--- src/rtl/mem_stage_ctrl.sv ---
// MEM stage controller: drives a req/ack data-memory port, stalls upstream while an access
// is outstanding, and holds the MEM/WB register. Flags misaligned and timed-out accesses.
module mem_stage_ctrl #(
  parameter int TIMEOUT = 255
) (
  input  logic        clk,
  input  logic        rst,
  input  logic        memWriteIn,
  input  logic        memReadIn,
  input  logic        memToRegIn,
  input  logic        regWriteIn,
  input  logic [31:0] aluIn,
  input  logic [31:0] rd2In,
  input  logic [4:0]  wnIn,
  output logic        stall,
  output logic        memReq,
  output logic        memWe,
  output logic [31:0] memAddr,
  output logic [31:0] memWdata,
  input  logic [31:0] memRdata,
  input  logic        memAck,
  output logic        regWriteOut,
  output logic        memToRegOut,
  output logic [31:0] rdOut,
  output logic [31:0] aluOut,
  output logic [4:0]  wnOut,
  output logic        memErr
);

  localparam int CW = $clog2(TIMEOUT + 1);

  typedef enum logic {IDLE, ACCESS} state_t;

  state_t        state;
  logic [CW-1:0] cnt;
  logic          acc, mis, inAccess, lastCycle;

  assign acc       = memReadIn | memWriteIn;
  assign mis       = acc & (aluIn[1:0] != 2'b00);
  assign inAccess  = !rst && (state == ACCESS);
  assign lastCycle = (cnt == CW'(TIMEOUT - 1));

  // Memory port is live only in ACCESS; EX/MEM is frozen by stall so it stays stable.
  assign memReq   = inAccess;
  assign memWe    = inAccess & memWriteIn;
  assign memAddr  = inAccess ? aluIn : 32'h0;
  assign memWdata = inAccess ? rd2In : 32'h0;
  assign stall    = !rst && (((state == IDLE) && acc && !mis) ||
                             ((state == ACCESS) && !memAck && !lastCycle));

  always_ff @(posedge clk) begin
    if (rst) begin
      state       <= IDLE;
      cnt         <= '0;
      regWriteOut <= 1'b0;
      memToRegOut <= 1'b0;
      rdOut       <= 32'h0;
      aluOut      <= 32'h0;
      wnOut       <= 5'd0;
      memErr      <= 1'b0;
    end else begin
      // Default: bubble into MEM/WB; overridden when an instruction retires this edge.
      regWriteOut <= 1'b0;
      memToRegOut <= 1'b0;
      rdOut       <= 32'h0;
      aluOut      <= 32'h0;
      wnOut       <= 5'd0;
      case (state)
        IDLE: begin
          if (!acc) begin
            regWriteOut <= regWriteIn;
            memToRegOut <= memToRegIn;
            aluOut      <= aluIn;
            wnOut       <= wnIn;
          end else if (mis) begin
            memErr <= 1'b1;
          end else begin
            state <= ACCESS;
            cnt   <= '0;
          end
        end
        ACCESS: begin
          if (memAck) begin
            regWriteOut <= regWriteIn;
            memToRegOut <= memToRegIn;
            aluOut      <= aluIn;
            wnOut       <= wnIn;
            // A combined read+write is a store, so no load data comes back.
            rdOut       <= (memReadIn && !memWriteIn) ? memRdata : 32'h0;
            state       <= IDLE;
          end else if (lastCycle) begin
            memErr <= 1'b1;
            state  <= IDLE;
          end else begin
            cnt <= cnt + CW'(1);
          end
        end
        default: state <= IDLE;
      endcase
    end
  end

endmodule

--- config.mk ---
export PLATFORM = sky130hd
export DESIGN_NAME = mem_stage_ctrl
export DESIGN_NICKNAME = d
export VERILOG_FILES = /design/src/rtl/mem_stage_ctrl.sv
export SDC_FILE = /design/constraint.sdc
export NUM_CORES = 1
export LEC_CHECK = 0
export CAP_MARGIN = 20
export CELL_PAD_IN_SITES_DETAIL_PLACEMENT = 1
export CELL_PAD_IN_SITES_GLOBAL_PLACEMENT = 1
export CORE_ASPECT_RATIO = 1.75
export CORE_MARGIN = 2
export CORE_UTILIZATION = 24
export CTS_BUF_LIST = sky130_fd_sc_hd__clkbuf_8
export DETAILED_ROUTE_END_ITERATION = 8
export PLACE_DENSITY = 0.95
export SLEW_MARGIN = 15
export SYNTH_ARGS = -nofsm -noshare
export SYNTH_HDL_FRONTEND = slang
export SYNTH_SLANG_ARGS = --single-unit
--- constraint.sdc ---
create_clock -name clk -period 2.5 [get_ports clk]
set_input_delay 0.375 -clock clk [delete_from_list [all_inputs] [get_ports clk]]
set_output_delay 0.375 -clock clk [all_outputs]
set_load 0.1 [all_outputs]
# Word level (Yosys, flattened, before mapping)

Cells that the tools add are included.
Widths: inputs -> output; s select.

Input port bits: 108
Output and inout port bits: 139
Flip-flop bits (word level): 81

Mux-type cells: 29
Reduce and logical (&&, ||, !) cells: 17
$add $sub $neg: 1
Eq/ne operators: 7
Bitwise operators: 6

Operators by type and width:

| operator            | number |
|---|---|
| $mux 32             | 4 |
| $pmux 32 s2         | 1 |
| $mux 8              | 4 |
| $pmux 8 s2          | 1 |
| $mux 1              | 12 |
| $mux 5              | 2 |
| $ne 2x2->1 const B  | 5 |
| $pmux 5 s2          | 1 |
| $add 8x1->8 const B | 1 |
| $eq 8x8->1 const B  | 1 |
| $pmux 1 s2          | 4 |
| $reduce_and 4->1    | 2 |
| $logic_and 1x1->1   | 7 |
| $logic_not 1->1     | 5 |
| $reduce_or 4->1     | 1 |
| $not 1->1           | 3 |
| $and 1x1->1         | 2 |
| $ne 2x1->1 const B  | 1 |
| $reduce_bool 2->1   | 1 |
| $logic_or 1x1->1    | 1 |
| $or 1x1->1          | 1 |

# Longest topological paths before layout

Depth after elaboration: 6
Mapped depth: 6

# Worst setup path after synthesis

OpenSTA, ideal clock, no wires.

Path type: input -> output
Start: input aluIn[1]
End: output stall
Arrival: 2.519 ns
Path slack: -0.394 ns
Data required time: 2.125 ns
Buffers on the path: 1
Stages: 3
Cell sequence: or4_1 > clkbuf_1 > a21oi_1

Longest elaborated chain between the ends: 6

Ends and longest elaborated chain:

| item               | RTL line | text |
|---|---|---|
| start: declaration | 12       | `input logic [31:0] aluIn,` |
| $reduce_bool 2->1  | 39       | `assign mis = acc & (aluIn[1:0] != 2'b00);` |
| $and 1x1->1        | 39       |  |
| $logic_not 1->1    | 48       | `assign stall = !rst && (((state == IDLE) && acc && !mis) \|\|` |
| $logic_and 1x1->1  | 48       |  |
| $logic_or 1x1->1   | 48       |  |
| $logic_and 1x1->1  | 48       |  |
| end: declaration   | 15       | `output logic stall,` |

No other way between the ends.

# Worst setup path in the final report

Start: input memWriteIn
End: output stall

Longest elaborated chain between the ends: 6
Elaborated cells on any way between the ends: 7
Those cells by class: bitwise: 2; reduce/logical: 5

Ends and longest elaborated chain:

| item                | RTL line | text |
|---|---|---|
| start: declaration  | 8        | `input logic memWriteIn,` |
| $or 1x1->1 *        | 38       | `assign acc = memReadIn \| memWriteIn;` |
| $and 1x1->1         | 39       |  |
| $logic_not 1->1     | 48       |  |
| $logic_and 1x1->1 * | 48       |  |
| $logic_or 1x1->1 *  | 48       |  |
| $logic_and 1x1->1 * | 48       |  |

Every way passes the cells marked *; elsewhere a longest branch is shown, timed or not.

==> metrics.txt <==
Area growth syn-to-layout=115%; Setup WS pre-CTS=109 ps; routability congestion estimate=0.797; minimum clock period=2360 ps; Port-buffer cells=246; critical path type=primary input to primary output; status=finished clean; H-tree levels=3; Initial DRC Count=27; Sequential Area=1620 um2; DR vias=3,014; Boundary Pins=247; average wire per standard cell=17.7 um; Worst-path clk slew=90 ps; area of the multi-input gates=1200 um2; cell area after synthesis=2890 um2; Vias/cell=4.42; CP Max Fanout=6; WHS=500 ps; first-pass GRT wire length=17,600 um; Setup TNS=0 ps; ratio of cells with drive above 1 in the final layout=0.304; Antenna Nets Post-Route=0; root buffer cell=clkbuf_8; Syn Inst Count=292; Final Max Slew Viols=0; ys async rst share=0; Final WS setup=139 ps; CTS tree=done; Finished Layout Cells=682; nets=648; Max Cap Viol=0; Max Clock Skew=15.0 ps; final setup vio count=0; CTS sink cnt=81; FF+latch count, synth=81; Max Clk Rate=423 MHz; Die Ht=149 um; Pre-antenna DRT Iters=4; Detailed Place HPWL=10,300 um; Peak supply drop=249 uV; Total GRT Usage=0.181; drt drc=0; die width=87.0 um; initial antenna violation count=2; leakage power=2.65 nW; # hold bufs at CTS=0; grt ovf=0; die area=13,000 um2; Worst EP arrival=1990 ps; relative slew slack=0.664; Layout Utilization=0.525; row count=53; Worst-Skew Late Latency=340 ps; post-synth cell types=28; required time of the critical path=2120 ps; register area share after synthesis=0.561; Syn Nets=402; final WL=12,100 um; clk buf depth=2; pin count of the biggest net entering global routing=55; Top FF cell, synth=dfxtp_1; CP Launch Type=primary input; CTS resizes=0; Post-Syn Area per Cell=9.91 um2; PD cells=488 nW/um2; Placed Cells=664; Ys Warns=0; vias in the first global route=3,341; Tcrit/Tclk final=0.945; worst hold stages=2; crit end category=primary output; Final Hold Viols=0; fillcell total=1,272; post-CTS setup repair buffer count=0; Starting Density=0.244; cts bufs inserted=9; Post-synth EDFFs=0; core area=11,900 um2; slew of the pin with the lowest slew margin=504 ps; worst min path class=flop to flop; FF-to-FF path depth=6; RSZ-0062 raised after global routing=no
[critical path: stages]
cell and delay [ps]:
clkdlybuf4s50_1 550, nor2_1 80, or4_1 540, a21oi_2 240
buf_12 190
[final cells by class]
| cell class | instances | share of cell area |
|---|---|---|
| Antenna cell | 2 | 0.000803 |
| Clock buffer | 10 | 0.0221 |
| Clock inverter | 6 | 0.0118 |
| Inverter | 2 | 0.00120 |
| Multi-Input combinational cell | 192 | 0.193 |
| Sequential cell | 81 | 0.260 |
| Tap cell | 137 | 0.0275 |
| Timing Repair Buffer | 252 | 0.483 |
[cell usage after synthesis (all sizes together), types with 3 or more instances]
master | count | area share
clkbuf | 16 | 0.021
a311oi | 4 | 0.012
nand2 | 4 | 0.0052
a21oi | 10 | 0.017
nand3 | 8 | 0.014
nand2b | 3 | 0.0065
and3 | 3 | 0.0082
and2 | 136 | 0.29
nor2 | 6 | 0.0078
dfxtp | 81 | 0.56
[path summary, 6_finish.rpt]
kind,startpoint,end,slack (ps)
worst min-delay path,memErr,memErr,500
worst max-delay path,memWriteIn,stall,140
worst min register to register,memErr,memErr,500
worst max register to register,state,rdOut[3],600
[placed cells by master, fill, tap and decap left out, types with 4 or more instances in the layout]
cell               n
dfxtp_1           81
a21oi_1            9
clkdlybuf4s50_1  107
nand3_1            8
a311oi_1           4
buf_4             77
and2_1           136
buf_12            68
nor2_1             5
nand2_1            4
clkbuf_8          10
[per-layer routing]
metal / up-vias / wire (um) / track usage
li1: 1424 / - / -
met1: 1385 / 3540 / 0.147
met2: 185 / 7040 / 0.368
met3: 18 / 1240 / 0.0775
met4: 2 / 239 / 0.0586
met5: - / 13 / 0
[cell families after synthesis]
logic type | count (synthesis) | synth area share
AO/OA/AOI/OAI | 20 | 0.0450
adder cells (fa/ha/maj) | 2 | 0.00865
buffers and inverters | 19 | 0.0251
flip-flops | 81 | 0.561
AND/OR/NAND/NOR | 170 | 0.361
[registers in the layout (all words and copies together), names as in the netlist]
name / count
cnt: 8
rdOut: 32
memToRegOut: 1
memErr: 1
wnOut: 5
regWriteOut: 1
state: 1
aluOut: 32
[stage by stage]
step / power [mW] / area [um2]
floorplan: 1.74 / 2900
global placement: 2.07 / 6020
detailed placement: 2.09 / 6020
CTS: 3.09 / 6230
global route: 3.16 / 6230
finish: 3.04 / 6230
[power breakdown]
part	internal, mW	total [mW]	switching (mW)
logic	0.286	0.728	0.442
registers	1.31	1.33	0.0112
clock network	0.501	0.987	0.486
Note: power is estimated with default switching activity, not from simulation.
